==> src/rtl/cpu_mem_if.sv <==
// Data-memory req/ack bus between the MEM stage and the data memory.
// The master issues one word-aligned access and holds it until ack.
interface cpu_mem_if;
   logic        req;
   logic        we;
   logic [31:0] addr;
   logic [3:0]  be;
   logic [31:0] wdata;
   logic        ack;
   logic [31:0] rdata;

   modport master (
      output req, we, addr, be, wdata,
      input  ack, rdata
   );

   modport slave (
      input  req, we, addr, be, wdata,
      output ack, rdata
   );
endinterface

==> src/rtl/cpu_mem.sv <==
// MIPS memory-access stage: byte-lane steering, load extension and a
// registered MEM/WB latch, stalling upstream while an access is pending.
module cpu_mem (
   input  logic        clk,
   input  logic        clr_n,
   input  logic        in_valid,
   input  logic [31:0] in_pc,
   input  logic [31:0] in_ins,
   input  logic [31:0] in_addr,
   input  logic [31:0] in_wdata,
   input  logic        in_mem_read,
   input  logic        in_mem_write,
   input  logic [1:0]  in_size,
   input  logic        in_unsigned,
   input  logic        in_wb_en,
   input  logic [4:0]  in_wb_reg,
   output logic        stall,
   cpu_mem_if.master   dmem,
   output logic        out_valid,
   output logic [31:0] out_pc,
   output logic [31:0] out_ins,
   output logic        out_wb_en,
   output logic [4:0]  out_wb_reg,
   output logic [31:0] out_wb_data,
   output logic        out_misaligned
);

   typedef enum logic {IDLE, BUSY} state_e;

   state_e      state_q;
   logic        req_q, we_q;
   logic [31:0] addr_q, wdata_q;
   logic [3:0]  be_q;

   logic [31:0] c_pc_q, c_ins_q;
   logic [4:0]  c_wb_reg_q;
   logic        c_wb_en_q, c_load_q, c_uns_q;
   logic [1:0]  c_size_q, c_lane_q;

   logic        ov_q, oen_q, omis_q;
   logic [31:0] opc_q, oins_q, odata_q;
   logic [4:0]  oreg_q;

   logic        is_mem, misal;
   logic [1:0]  lane;
   logic [3:0]  be_d;
   logic [31:0] wdata_d;
   logic [31:0] rsh;
   logic [15:0] half;
   logic [31:0] ld_data;

   assign lane   = in_addr[1:0];
   assign is_mem = in_mem_read | in_mem_write;
   assign misal  = ((in_size == 2'b01) & in_addr[0])
                 | (in_size[1] & (|in_addr[1:0]));

   always_comb begin
      be_d    = 4'b0001 << lane;
      wdata_d = {4{in_wdata[7:0]}};
      unique case (1'b1)
         in_size[1]: begin
            be_d    = 4'b1111;
            wdata_d = in_wdata;
         end
         in_size[0]: begin
            be_d    = lane[1] ? 4'b1100 : 4'b0011;
            wdata_d = {2{in_wdata[15:0]}};
         end
         default: ;
      endcase
   end

   // Extraction uses the lane captured at issue, not the live EX inputs.
   assign rsh  = dmem.rdata >> {c_lane_q, 3'b000};
   assign half = c_lane_q[1] ? dmem.rdata[31:16] : dmem.rdata[15:0];

   always_comb begin
      ld_data = {{24{~c_uns_q & rsh[7]}}, rsh[7:0]};
      unique case (1'b1)
         c_size_q[1]: ld_data = dmem.rdata;
         c_size_q[0]: ld_data = {{16{~c_uns_q & half[15]}}, half};
         default: ;
      endcase
   end

   always_ff @(posedge clk or negedge clr_n) begin
      if (!clr_n) begin
         state_q    <= IDLE;
         req_q      <= 1'b0;
         we_q       <= 1'b0;
         addr_q     <= '0;
         be_q       <= '0;
         wdata_q    <= '0;
         c_pc_q     <= '0;
         c_ins_q    <= '0;
         c_wb_reg_q <= '0;
         c_wb_en_q  <= 1'b0;
         c_load_q   <= 1'b0;
         c_uns_q    <= 1'b0;
         c_size_q   <= '0;
         c_lane_q   <= '0;
         ov_q       <= 1'b0;
         oen_q      <= 1'b0;
         omis_q     <= 1'b0;
         opc_q      <= '0;
         oins_q     <= '0;
         odata_q    <= '0;
         oreg_q     <= '0;
      end else begin
         unique case (state_q)
            IDLE: begin
               if (!in_valid) begin
                  ov_q <= 1'b0;
               end else if (!is_mem || misal) begin
                  ov_q    <= 1'b1;
                  opc_q   <= in_pc;
                  oins_q  <= in_ins;
                  oreg_q  <= in_wb_reg;
                  odata_q <= in_addr;
                  oen_q   <= is_mem ? 1'b0 : in_wb_en;
                  omis_q  <= is_mem;
               end else begin
                  c_pc_q     <= in_pc;
                  c_ins_q    <= in_ins;
                  c_wb_reg_q <= in_wb_reg;
                  c_wb_en_q  <= in_wb_en;
                  c_load_q   <= in_mem_read;
                  c_uns_q    <= in_unsigned;
                  c_size_q   <= in_size;
                  c_lane_q   <= lane;
                  req_q      <= 1'b1;
                  we_q       <= ~in_mem_read;
                  addr_q     <= {in_addr[31:2], 2'b00};
                  be_q       <= be_d;
                  wdata_q    <= wdata_d;
                  ov_q       <= 1'b0;
                  state_q    <= BUSY;
               end
            end
            BUSY: begin
               if (dmem.ack) begin
                  req_q   <= 1'b0;
                  ov_q    <= 1'b1;
                  opc_q   <= c_pc_q;
                  oins_q  <= c_ins_q;
                  oreg_q  <= c_wb_reg_q;
                  oen_q   <= c_wb_en_q & c_load_q;
                  omis_q  <= 1'b0;
                  if (c_load_q) odata_q <= ld_data;
                  state_q <= IDLE;
               end
            end
            default: state_q <= IDLE;
         endcase
      end
   end

   assign stall          = (state_q == BUSY);
   assign dmem.req       = req_q;
   assign dmem.we        = we_q;
   assign dmem.addr      = addr_q;
   assign dmem.be        = be_q;
   assign dmem.wdata     = wdata_q;
   assign out_valid      = ov_q;
   assign out_pc         = opc_q;
   assign out_ins        = oins_q;
   assign out_wb_en      = oen_q;
   assign out_wb_reg     = oreg_q;
   assign out_wb_data    = odata_q;
   assign out_misaligned = omis_q;

endmodule
==> src/flat_wrapper.sv <==
// flat-port wrapper written by rule: the top's interface ports become plain ports
module cpu_mem_flat 
  (clk, clr_n, in_valid, in_pc, in_ins, in_addr, in_wdata, in_mem_read, in_mem_write, in_size, in_unsigned, in_wb_en, in_wb_reg, stall, out_valid, out_pc, out_ins, out_wb_en, out_wb_reg, out_wb_data, out_misaligned, dmem_req, dmem_we, dmem_addr, dmem_be, dmem_wdata, dmem_ack, dmem_rdata);
  cpu_mem_if dmem_i ();
  input  logic clk;
  input  logic clr_n;
  input  logic in_valid;
  input  logic [31:0] in_pc;
  input  logic [31:0] in_ins;
  input  logic [31:0] in_addr;
  input  logic [31:0] in_wdata;
  input  logic in_mem_read;
  input  logic in_mem_write;
  input  logic [1:0] in_size;
  input  logic in_unsigned;
  input  logic in_wb_en;
  input  logic [4:0] in_wb_reg;
  output logic stall;
  output logic out_valid;
  output logic [31:0] out_pc;
  output logic [31:0] out_ins;
  output logic out_wb_en;
  output logic [4:0] out_wb_reg;
  output logic [31:0] out_wb_data;
  output logic out_misaligned;
  output wire logic [$bits(dmem_i.req)-1:0] dmem_req;
  output wire logic [$bits(dmem_i.we)-1:0] dmem_we;
  output wire logic [$bits(dmem_i.addr)-1:0] dmem_addr;
  output wire logic [$bits(dmem_i.be)-1:0] dmem_be;
  output wire logic [$bits(dmem_i.wdata)-1:0] dmem_wdata;
  input wire logic [$bits(dmem_i.ack)-1:0] dmem_ack;
  input wire logic [$bits(dmem_i.rdata)-1:0] dmem_rdata;
  assign dmem_req = dmem_i.req;
  assign dmem_we = dmem_i.we;
  assign dmem_addr = dmem_i.addr;
  assign dmem_be = dmem_i.be;
  assign dmem_wdata = dmem_i.wdata;
  assign dmem_i.ack = dmem_ack;
  assign dmem_i.rdata = dmem_rdata;
  cpu_mem u_core (.clk(clk), .clr_n(clr_n), .in_valid(in_valid), .in_pc(in_pc), .in_ins(in_ins), .in_addr(in_addr), .in_wdata(in_wdata), .in_mem_read(in_mem_read), .in_mem_write(in_mem_write), .in_size(in_size), .in_unsigned(in_unsigned), .in_wb_en(in_wb_en), .in_wb_reg(in_wb_reg), .stall(stall), .dmem(dmem_i), .out_valid(out_valid), .out_pc(out_pc), .out_ins(out_ins), .out_wb_en(out_wb_en), .out_wb_reg(out_wb_reg), .out_wb_data(out_wb_data), .out_misaligned(out_misaligned));
endmodule
==> config.mk <==
export PLATFORM = sky130hd
export DESIGN_NAME = cpu_mem_flat
export DESIGN_NICKNAME = d
export VERILOG_FILES = /design/src/rtl/cpu_mem_if.sv /design/src/rtl/cpu_mem.sv /design/src/flat_wrapper.sv
export SDC_FILE = /design/constraint.sdc
export NUM_CORES = 1
export LEC_CHECK = 0
export BUFFER_PORTS_ARGS = -buffer_cell sky130_fd_sc_hd__buf_2
export CORE_MARGIN = 2
export CORE_UTILIZATION = 55
export DETAILED_ROUTE_END_ITERATION = 10
export PLACE_DENSITY = 0.82
export SYNTH_ARGS = -nofsm -noshare
export SYNTH_HDL_FRONTEND = slang
export SYNTH_SLANG_ARGS = --single-unit
==> constraint.sdc <==
create_clock -name clk -period 5.2 [get_ports clk]
set_input_delay 1.04 -clock clk [delete_from_list [all_inputs] [get_ports clk]]
set_output_delay 1.04 -clock clk [all_outputs]
set_load 0.01 [all_outputs]
### Word level (Yosys, flattened, before mapping)

Index checks and enable logic that the tools add are counted.
Widths: inputs -> output; s select.

| storage, ports and cells | value |
|---|---|
| input port bits | 175 |
| register bits after elaboration | 249 |
| output and inout port bits | 175 |

| cells by class | value |
|---|---|
| bitwise logic cells | 11 |
| multiplexer cells | 42 |
| shift operators | 2 |
| eq/ne operators | 6 |
| reduce and logical (&&, ||, !) cells | 7 |

Operators with widths:

| operator | count |
|---|---|
| $mux 32 | 10 |
| $pmux 32 s2 | 5 |
| $shr 32x5->8 | 1 |
| $mux 16 | 1 |
| $mux 1 | 15 |
| $mux 5 | 3 |
| $pmux 1 s2 | 5 |
| $pmux 5 s2 | 1 |
| $reduce_and 3->1 | 3 |
| $ne 2x2->1 const B | 4 |
| $pmux 4 s2 | 1 |
| $and 1x1->1 | 5 |
| $mux 4 | 1 |
| $not 1->1 | 4 |
| $reduce_and 4->1 | 1 |
| $shl 1x2->4 const A | 1 |
| $eq 2x1->1 const B | 1 |
| $ne 2x1->1 const B | 1 |
| $or 1x1->1 | 2 |
| $reduce_or 2->1 | 1 |
| $logic_not 1->1 | 1 |
| $logic_or 1x1->1 | 1 |

### Depth between registers and ports, before layout

Gate-level depths: netlist (run 1).

| depth | value |
|---|---|
| depth after elaboration | 7 |
| mapped depth | 9 |
| gate-level depth less buffers | 5 |

### Worst setup path after synthesis (run 1)

No wires, ideal clock.

| timing | value |
|---|---|
| kind | input port to flip-flop |
| from | in in_addr[1] |
| to | reg u_core.c_ins_q[17] |
| data required time | 5075 ps |
| slack | 2886 ps |
| data arrival time | 2189 ps |
| stages | 7 |
| library setup time | 125 ps |
| cell sequence | o21ai_1 -> o2111a_2 -> nand2_1 -> buf_6 -> buf_6 -> buf_6 -> mux2_4 |

| between the ends | value |
|---|---|
| cells in the longest elaborated chain, start to end | 6 |

RTL lines:

| element | RTL line | source |
|---|---|---|
| start, declared | flat_wrapper.sv:10 | `input logic [31:0] in_addr;` |
| $reduce_or 2->1 | cpu_mem.sv:55 | `\| (in_size[1] & (\|in_addr[1:0]));` |
| $and 1x1->1 | cpu_mem.sv:55 |  |
| $or 1x1->1 | cpu_mem.sv:55 |  |
| $logic_or 1x1->1 | cpu_mem.sv:114 | `end else if (!is_mem \|\| misal) begin` |
| $not 1->1 (no source line) | n/a |  |
| $reduce_and 3->1 (no source line) | n/a |  |
| end signal, assigned | cpu_mem.sv:124 | `c_ins_q <= in_ins;` |
| end, declared | cpu_mem.sv:35 | `logic [31:0] c_pc_q, c_ins_q;` |

No other way between the ends.
A chain may end at the register's enable or synchronous reset.

### Worst setup path after layout (run 1)

| timing | value |
|---|---|
| from | reg u_core.state_q (netlist: u_core.stall) |
| to | out stall |

RTL lines:

| element | RTL line | source |
|---|---|---|
| start, declared | cpu_mem.sv:30 | `state_e state_q;` |
| start signal, assigned | cpu_mem.sv:88 | `state_q <= IDLE;` |
| start signal, assigned | cpu_mem.sv:137 | `state_q <= BUSY;` |
| start signal, assigned | cpu_mem.sv:150 | `state_q <= IDLE;` |
| end, declared | flat_wrapper.sv:18 | `output logic stall;` |

No word-level cell between the ends.

==> results.md, run 1 <==
- Slew Viols, Final: 0
- Final hold vios: 0
- Worst-skew pair later-pin latency: between 0.5 and 0.6 ns
- Die Y: 145 um
- Syn_area_per_cell: 11.7 sq um
- CP Max Fanout: between 50 and 60
- Worst EP required: 4.16 ns
- WS Path Type: reg -> out
- Crit-path leading delay family: buffers and inverters
- R2r endpoint: u_core.c_pc_q[26]
- Crit path DAT: 2.28 ns
- Critical Path Start Type: register
- CTS Root Cell: clkbuf_16
- Synth area leaders: dfrtp_1, mux2_2, mux2i_1
- Num rows: 51
- Post-synth top area share: between 50% and 60%
- Placement Setup Slack: 1.92 ns
- Critical Path Slowest Stage Cell: dfrtp_4
- Clock Skew: between 0.007 and 0.008 ns
- Ys Warns: 0
- Post-DP HPWL: slightly above 20000 um
- Gr ovfl total: 0
- Area grow syn2layout: 24.6%
- Post-synth EDFFs: 0
- Clk sink count: between 200 and 250
- PD cells: between 400 and 500 nW/um^2
- Max-cap viol count: 0
- Cell count after synthesis: about 940
- Setup bufs post-CTS: 0
- Finished Cell Area: roughly 14000 sq um
- TritonCTS Buffers: 26
- Antenna violations before repair: 8
- Hold Path End: u_core.dmem.be[0]
- Flops & latches, synth: between 200 and 250
- Die Wd: between 100 and 150 um
- Distinct cells, synth: 44
- Global-route wire length before repair: between 40000 and 50000 um
- Crit-path cells: buf_4, buf_2
- Largest net degree at the start of global routing: 141
- TritonCTS clock tree: built
- Achievable Freq: ~0.30 GHz
- GPL Wtd Cong: about 0.9
- Clk buf depth: 3
- Reg-to-Reg Start: u_core.stall
- WL per Instance: roughly 19 um
- # hold bufs at CTS: 0
- All-Layer GR Usage: between 20% and 30%
- PostCTS Resize Cnt: 0
- Antenna viol nets, final: 0
- Initial DRC count: between 400 and 500
- Share of cells above drive strength 1: around two fifths
- Buf+Inv Stages, Crit Path: 2
- RSZ-0062 raised after global routing: false
- Static Leak: roughly 6.6 nW
- Setup TNS: 0 ns
- CP peak stage delay: about 0.75 ns
- Port Buf Inserts: 347
- Dominant synthesized flop cell: dfrtp_1
- Worst reg-to-reg setup slack: about 2.6 ns
- Hold Path Origin: u_core.dmem.be[0]
- Fillcell total: between 1k and 1.5k
- Worst-Margin Slew: about 0.99 ns
- Worst Setup End Kind: primary output
- Vias/cell: around 5.5
- Leading area contributor after synthesis: dfrtp_1
- Outcome: complete, no violations
- DR pass1 iterations: 4
- Setup WS post-layout: ~1.9 ns
- Placed cell area: roughly 13000 sq um
- # setup viols final: 0
- IO Count: 350
- Post-synthesis sequential area ratio: between 50% and 60%
- CTS H-Tree Depth: 1
- Starting density of the core: between 50 and 60%
- Worst slew margin: between 30% and 40%
- Clock transition at path regs: ~0.060 ns
- Ys async rst share: between 90% and 100%
- Hold Path Class: reg -> reg
- Hold Path Depth: 1
- Synthesized cell area: ~11000 sq um
- DRT Wirelength: about 29000 um
- Core Area: 19500 sq um
- Min cycle time layout: around 3.3 ns
- Worst reg2reg path depth: 5
- Final net count: 1425
- Vias: around 8.5k
- DRC: 0
- Worst vdd ir: roughly 0.34 mV
- Die ar.: roughly 21000 sq um
- Period utilization: 63.8%
- Vias in the first global route: approximately 8.6k
[synthesized netlist by cell type, drive strengths merged (4+ instances only)]
master and count:
o21ai 40, nor2b 8, a22oi 15, a21oi 97, mux2i 78, nor2 101
o22ai 7, dfrtp 249, buf 48, and2 9, nand2 63, a221oi 8
a21o 10, o211ai 5, o31ai 18, clkbuf 24, a211oi 10, nand2b 4
mux2 121
[worst max-delay path by stage]
| stage | cells past startpoint | to | from |
|---|---|---|---|
| CTS | 2 | stall | u_core.stall |
| global placement | 6 | u_core.dmem.addr[17] | in_size[1] |
| global route | 2 | stall | u_core.stall |
| floorplan | 7 | u_core.c_ins_q[17] | in_addr[1] |
| finish | 2 | stall | u_core.stall |
| detailed placement | 6 | u_core.c_ins_q[13] | in_size[1] |
[worst register-to-register path: cells and delay by family, from the launching register on]
| kind | cells | cell delay [ns] |
|---|---|---|
| AO/OA/AOI/OAI | 1 | 0.22 |
| flip-flops | 1 | 0.75 |
| multiplexers | 1 | 0.45 |
| buffers and inverters | 2 | 0.56 |
| AND/OR/NAND/NOR | 1 | 0.52 |
[through the flow]
stage	cells	total power, W	hold slack (ns)	utilization (%)
CTS	1532	0.00651	0.473	69.9
detailed placement	1487	0.00464	0.460	65.6
global route	1536	0.00681	0.488	70.0
floorplan	938	0.00387	0.472	-
global placement	1487	0.00457	0.456	65.6
finish	1539	0.00646	0.474	70.0
[cell type report]
type,instances,area (sq um),area share [%]
antenna,7,17.5,0.128
clock buffer,38,746,5.45
clock inverter,7,100,0.732
inverter,2,7.51,0.0549
multi-input combinational,615,4370,32.0
sequential,249,6230,45.6
tap,265,332,2.42
timing repair buffer,356,1860,13.6
[cell families (layout without fill, tap and decap cells)]
| group | Yosys count | count (layout) | share of synthesized area, % |
|---|---|---|---|
| compound gates | 218 | 218 | 12.0 |
| buf+inv | 74 | 403 | 3.51 |
| mux | 199 | 199 | 20.3 |
| simple gates | 196 | 196 | 7.44 |
| other cells | 1 | 9 | 0.0342 |
| flops | 249 | 249 | 56.8 |
[per-layer routing]
metal / routed length [um] / global-route usage [%] / share of wire, %
met2: 14400 / 45.8 / 50
met4: 804 / 7.84 / 2.8
met1: 11500 / 33.8 / 40
met3: 2340 / 7.77 / 8.1
met5: 13 / 0 / 0.045
[power by group]
| part | internal (W) | total [W] | leakage, nW | switching [W] |
|---|---|---|---|---|
| Combinational | 0.000831 | 0.00178 | 3.21 | 0.000948 |
| Sequential | 0.00250 | 0.00284 | 2.93 | 0.000347 |
| Clock | 0.00109 | 0.00184 | 0.416 | 0.000748 |
[layout by cell type, fill, tap and decap left out, types with 8 or more instances in the layout]
cell type	n
clkbuf_16	26
a21o_1	10
nor2b_1	8
mux2_4	20
a211oi_1	10
nor2_1	100
a22oi_1	15
and2_1	9
a21oi_1	96
o31ai_1	17
o21ai_0	39
nand2_1	62
buf_2	346
mux2i_1	77
a221oi_1	8
mux2_2	101
dfrtp_1	248
Power figures use the tool's default switching activity.
==> run 2, diff against run 1 <==
--- a/config.mk
+++ b/config.mk
@@ -5,11 +5,12 @@
 export SDC_FILE = /design/constraint.sdc
 export NUM_CORES = 1
 export LEC_CHECK = 0
+export ABC_AREA = 1
 export BUFFER_PORTS_ARGS = -buffer_cell sky130_fd_sc_hd__buf_2
 export CORE_MARGIN = 2
-export CORE_UTILIZATION = 55
+export CORE_UTILIZATION = 52
 export DETAILED_ROUTE_END_ITERATION = 10
-export PLACE_DENSITY = 0.82
+export PLACE_DENSITY = 0.77
 export SYNTH_ARGS = -nofsm -noshare
 export SYNTH_HDL_FRONTEND = slang
 export SYNTH_SLANG_ARGS = --single-unit
==> constraint.sdc (replaced) <==
create_clock -name clk -period 3.4 [get_ports clk]
set_input_delay 0.68 -clock clk [delete_from_list [all_inputs] [get_ports clk]]
set_output_delay 0.68 -clock clk [all_outputs]
set_load 0.01 [all_outputs]
==> results.md, run 2 <==
- Antenna violations before repair: 5
- Port Buf Inserts: 347
- # setup viols final: 0
- Die Wd: around 150 um
- Xor-xnor portion of the synthesized cell area: 0%
- Dominant synthesized flop cell: dfrtp_1
- Static Leak: 8.28 nW
- Final hold vios: 0
- Placement Setup Slack: slightly above 0.9 ns
- Area grow syn2layout: 21.8%
- Critical Path Slowest Stage Cell: dfrtp_1
- Top-count cell post-synth: nand2_1
- Hold Path Class: in -> async
- IO Count: 350
- Antenna viol nets, final: 0
- Ys Warns: 0
- Core Area: about 23000 sq um
- Achievable Freq: roughly 0.43 GHz
- Placed cell area: around 14000 sq um
- CP peak stage delay: approximately 0.82 ns
- Post-synth EDFFs: 0
- Post-Synth Adder-Cell Area: 0%
- DRT Wirelength: around 32000 um
- Fillcell total: about 2.0k
- TritonCTS clock tree: built
- PD cells: 688 nW/um^2
- Worst EP required: ~3.8 ns
- Gr ovfl total: 0
- Setup bufs post-CTS: 0
- Footprint of the multi-input gates: roughly 4500 sq um
- Max-cap viol count: 0
- Crit-path cells: inv_2, nand3_1, nand2_1, nand3_1, buf_4, nand2_1, nand2_1, nand2_1
- Commonest non-fill, non-tap cell in the layout: nand2_1
- Ys async rst share: between 90% and 100%
- Starting density of the core: 52.6%
- Leading area contributor after synthesis: dfrtp_1
- Flops & latches, synth: 249
- CP Max Fanout: 26
- Num rows: 55
- Compound-Gate Fraction of Synth Area: between 10% and 20%
- Cell count after synthesis: 1485
- Post-synth top area share: 52.7%
- Vias: approximately 11k
- Post-DP HPWL: 22600 um
- Vias/cell: 5.13
- PostCTS Resize Cnt: 0
- Min cycle time layout: 2.35 ns
- Post-synthesis sequential area ratio: approximately 53%
- Vias in the first global route: between 10k and 15k
- TritonCTS Buffers: 27
- Initial DRC count: roughly 830
- GPL Wtd Cong: 0.908
- Worst Setup End Kind: register
- Global-route wire length before repair: between 50000 and 60000 um
- Die Y: ~150 um
- Worst slew margin: between 50 and 60%
- Critical Path Start Type: register
- CTS H-Tree Depth: 1
- Most used cell, CP: nand2_1
- Share of cells above drive strength 1: 25.3%
- Finished Cell Area: 14400 sq um
- Simple-gate area share of the yosys netlist: between 20% and 30%
- Outcome: complete, no violations
- Most common library cells after synthesis: nand2_1, dfrtp_1, inv_1
- Setup WS post-layout: between 1 and 1.5 ns
- WS Path Type: reg -> reg
- Most frequent cells in the layout: nand2_1, buf_2, dfrtp_1, inv_1, o21ai_0
- DRC: 0
- Synth area leaders: dfrtp_1, nand2_1, o211ai_1
- Worst-skew pair later-pin latency: approximately 0.52 ns
- DR pass1 iterations: 5
- All-Layer GR Usage: between 20% and 30%
- Largest family of logic cells by synthesized area: simple AND/OR/NAND/NOR gates
- Largest net degree at the start of global routing: 84
- Distinct cells, synth: 27
- FF+latch area: approximately 6200 sq um
- Clock transition at path regs: 0.06 ns
- Multiplexer share of the synthesized area: 0%
- # hold bufs at CTS: 0
- Slew Viols, Final: 0
- Clock Skew: around 0.018 ns
- Final net count: roughly 2.0k
- Synthesized cell area: between 10000 and 15000 sq um
- Setup TNS: 0 ns
- Worst vdd ir: 0.432 mV
- Die ar.: 24000 sq um
- Worst-Margin Slew: ~0.74 ns
- Period utilization: 69.0%
- RSZ-0062 raised after global routing: false
- Clk buf depth: 3
- Syn_area_per_cell: around 8.0 sq um
- Clk sink count: 249
- CTS Root Cell: clkbuf_16
- WL per Instance: around 15 um
- Crit path DAT: between 2 and 3 ns
run 2: changes by cell type in the layout (fill, tap and decap cells not counted), sizes merged, moves of 15 or more:
cell    previous run  this run
o31ai             18         1
mux2             121         0
o211ai             5        69
a22oi             15         0
nand2             63       686
inv                2       130
mux2i             78         0
a21oi             97        40
nand3              2        31
nor2             101        53
o21ai             40       131
run 2: layout make-up:
class	count	area share, %
inverters	130	3.47
repair buffers	368	13.8
clock inverters	9	0.399
well taps	285	2.47
flip-flops and latches	249	43.2
multi-input cells	1015	31.3
clock buffers	38	5.18
diodes	5	0.0868
run 2: metal layers:
layer | GRT usage (%) | wire length (um)
met1 | 34.7 | 13100
met2 | 45.0 | 15700
met3 | 5.74 | 2470
met4 | 9.83 | 1150
met5 | 0 | 13
run 2: power by group:
part	leakage [nW]	total [W]	internal, W	switching (W)
clock	0.392	0.00268	0.00153	0.00116
combinational	4.81	0.00292	0.00111	0.00181
sequential	3.08	0.00432	0.00382	0.000499
total	8.28	0.00991	0.00645	0.00347
run 2: critical path: cells and delay by family (launching register included):
family / cells / cell delay [ns]
buffers and inverters: 2 / 0.53
flip-flops: 1 / 0.82
AND/OR/NAND/NOR: 6 / 0.88
run 2: final timing paths:
path / startpoint / end / slack [ns] / cells past startpoint
max reg2reg: u_core.c_lane_q[1] / u_core.out_wb_data[17] / 1.05 / 8
min reg2reg: u_core.dmem.addr[9] / u_core.dmem.addr[9] / 0.47 / 2
max: u_core.c_lane_q[1] / u_core.out_wb_data[17] / 1.05 / 8
min in group clk: in_unsigned / u_core.c_uns_q / 0.36 / 3
max in group asynchronous: clr_n / u_core.out_pc[13] / 2.38 / 2
min: clr_n / u_core.out_ins[20] / 0.16 / 1
run 2: metrics by stage:
step / power, W / hold WS, ns / std cells / utilization (%)
after detailed placement: 0.00727 / 0.453 / 2047 / 60.4
after CTS: 0.00999 / 0.182 / 2094 / 64.0
after global placement: 0.00717 / 0.450 / 2047 / 60.4
after floorplan: 0.00602 / 0.384 / 1486 / -
after global routing: 0.0105 / 0.203 / 2097 / 64.0
final: 0.00991 / 0.160 / 2099 / 64.0
run 2: cell families (layout without fill, tap and decap cells):
| family | Yosys count | in the layout |
|---|---|---|
| and+or+nand+nor | 771 | 771 |
| DFF | 249 | 249 |
| other | 1 | 7 |
| buffers and inverters | 222 | 545 |
| AOI/OAI and AO/OA | 242 | 242 |
==> run 3, diff against run 2 <==
==> constraint.sdc (replaced) <==
create_clock -name clk -period 2.4 [get_ports clk]
set_input_delay 0.48 -clock clk [delete_from_list [all_inputs] [get_ports clk]]
set_output_delay 0.48 -clock clk [all_outputs]
set_load 0.01 [all_outputs]
==> results.md, run 3 (synthesis results as in run 2) <==
- CP peak stage delay: approximately 0.45 ns
- WL per Instance: about 16 um
- Final core utilization: between 60% and 70%
- Achievable Freq: 0.484 GHz
- RSZ-0062 raised after global routing: false
- Hold Path Origin: in_unsigned
- CP Max Fanout: 34
- All-Layer GR Usage: a little over a quarter
- Crit-path leading delay family: buffers and inverters
- Setup TNS: 0 ns
- Global-route wire length before repair: between 50000 and 60000 um
- Worst EP required: 1.92 ns
- Share of cells above drive strength 1: around 26%
- Crit-path cells: buf_4, buf_2
- Critical Path Slowest Stage Cell: dfrtp_1
- Clock transition at path regs: 0.06 ns
- Antenna violations before repair: 5
- Crit path from: u_core.stall
- Num rows: 55
- Crit path DAT: ~1.6 ns
- Die Y: between 150 and 200 um
- # setup viols final: 0
- DRT Wirelength: 33000 um
- Slew Viols, Final: 0
- Final hold vios: 0
- Antenna viol nets, final: 0
- Most frequent cells in the layout: nand2_1, buf_2, dfrtp_1, inv_1, o21ai_0
- TritonCTS Buffers: 27
- Static Leak: roughly 8.4 nW
- FF+latch area: 6230 sq um
- Reg-to-Reg Start: u_core.stall
- Period utilization: 86.1%
- Vias/cell: a little over 5
- Footprint of the multi-input gates: about 4500 sq um
- Clk buf depth: 3
- PD cells: between 900 and 1000 nW/um^2
- Max-cap viol count: 0
- Post-DP HPWL: between 20000 and 25000 um
- Worst Setup End Kind: primary output
- Vias: 10.8k
- Die Wd: approximately 150 um
- Final net count: 1976
- Worst-skew pair later-pin latency: approximately 0.53 ns
- Port Buf Inserts: 347
- Power after layout: between 0.01 and 0.015 W
- Vias in the first global route: between 10k and 15k
- Placed Cells incl. Taps: ~2.1k
- TritonCTS clock tree: built
- Fillcell total: approximately 1.9k
- DRC: 0
- Hold Path Class: in -> reg
- Largest net degree at the start of global routing: 75
- Core Area: between 20000 and 25000 sq um
- Worst slew margin: between 50% and 60%
- DR pass1 iterations: 5
- Min cycle time layout: about 2.1 ns
- WS Path Type: reg -> out
- Gr ovfl total: 0
- Starting density of the core: around 53%
- Clk sink count: between 200 and 250
- Worst reg-to-reg setup slack: approximately 0.49 ns
- Worst vdd ir: 0.607 mV
- Initial DRC count: 882
- Buf+Inv Stages, Crit Path: 2
- Outcome: complete, no violations
- CTS Root Cell: clkbuf_16
- Die ar.: between 20000 and 25000 sq um
- IO Count: 350
- Critical Path Start Type: register
- CTS H-Tree Depth: 1
- Commonest non-fill, non-tap cell in the layout: nand2_1
- Post-Layout Cell Count: 2105
- GPL Wtd Cong: 0.900
- Area grow syn2layout: 23.1%
- Clock Skew: about 0.016 ns
- Worst-Margin Slew: roughly 0.64 ns
==> run 3: changes by cell type in the layout (fill, tap and decap cells not counted) <==
cell / delta
dlygate4sd3_1: +1
clkbuf_1: +1
buf_4: +4
clkinv_2: -1
clkinv_4: -2
buf_12: +5
bufinv_16: +1
clkinvlp_4: -2
inv_6: +2
diode_2: -3
==> run 3: cell type report <==
cell class	instances	area share [%]
Multi-Input combinational cell	1015	31.0
Tap cell	285	2.45
Clock buffer	39	5.16
Clock inverter	7	0.464
Timing Repair Buffer	378	14.6
Sequential cell	249	42.8
Inverter	130	3.44
Antenna cell	2	0.0344
==> run 3: path summary, 6_finish.rpt <==
kind	to	cells after the start
worst max-delay path	stall	2
worst min-delay path	u_core.c_uns_q	3
worst max register to register	u_core.dmem.wdata[23]	6
worst min register to register	u_core.dmem.wdata[14]	2
max in group asynchronous	u_core.out_pc[12]	3
min in group asynchronous	u_core.out_ins[23]	2
==> run 3: timing repair <==
action	4_1_cts	5_1_grt
setup endpoints to repair	0	0
resized for setup	0	0
setup buffers	0	0
hold buffers	1	0
hold endpoints to repair	65	0
==> run 3: power breakdown <==
group	switching (W)	internal (W)
combinational	0.00260	0.00161
clock	0.00165	0.00227
sequential	0.000699	0.00541
==> run 3: metrics by stage <==
stage / hold WS (ns) / area [sq um] / setup WS [ns]
2_1_floorplan: 0.184 / 11800 / 0.884
3_3_place_gp: 0.448 / 13700 / 0.356
3_5_place_dp: 0.453 / 13700 / 0.265
4_1_cts: 0.136 / 14600 / 0.307
5_1_grt: 0.154 / 14600 / 0.226
6_report: 0.159 / 14600 / 0.334
==> run 3: tightest hold or removal path, delay by kind of cell <==
| family | cells | cell delay, ns |
|---|---|---|
| AND/OR/NAND/NOR | 1 | 0.04 |
| buffers and inverters | 1 | 0.07 |
| AO/OA/AOI/OAI | 1 | 0.06 |
==> run 3: per-layer routing <==
metal,GRT usage [%],wire [um]
met1,35.5,13600
met2,45.0,15700
met3,5.69,2290
met4,10.9,1370
met5,0,38
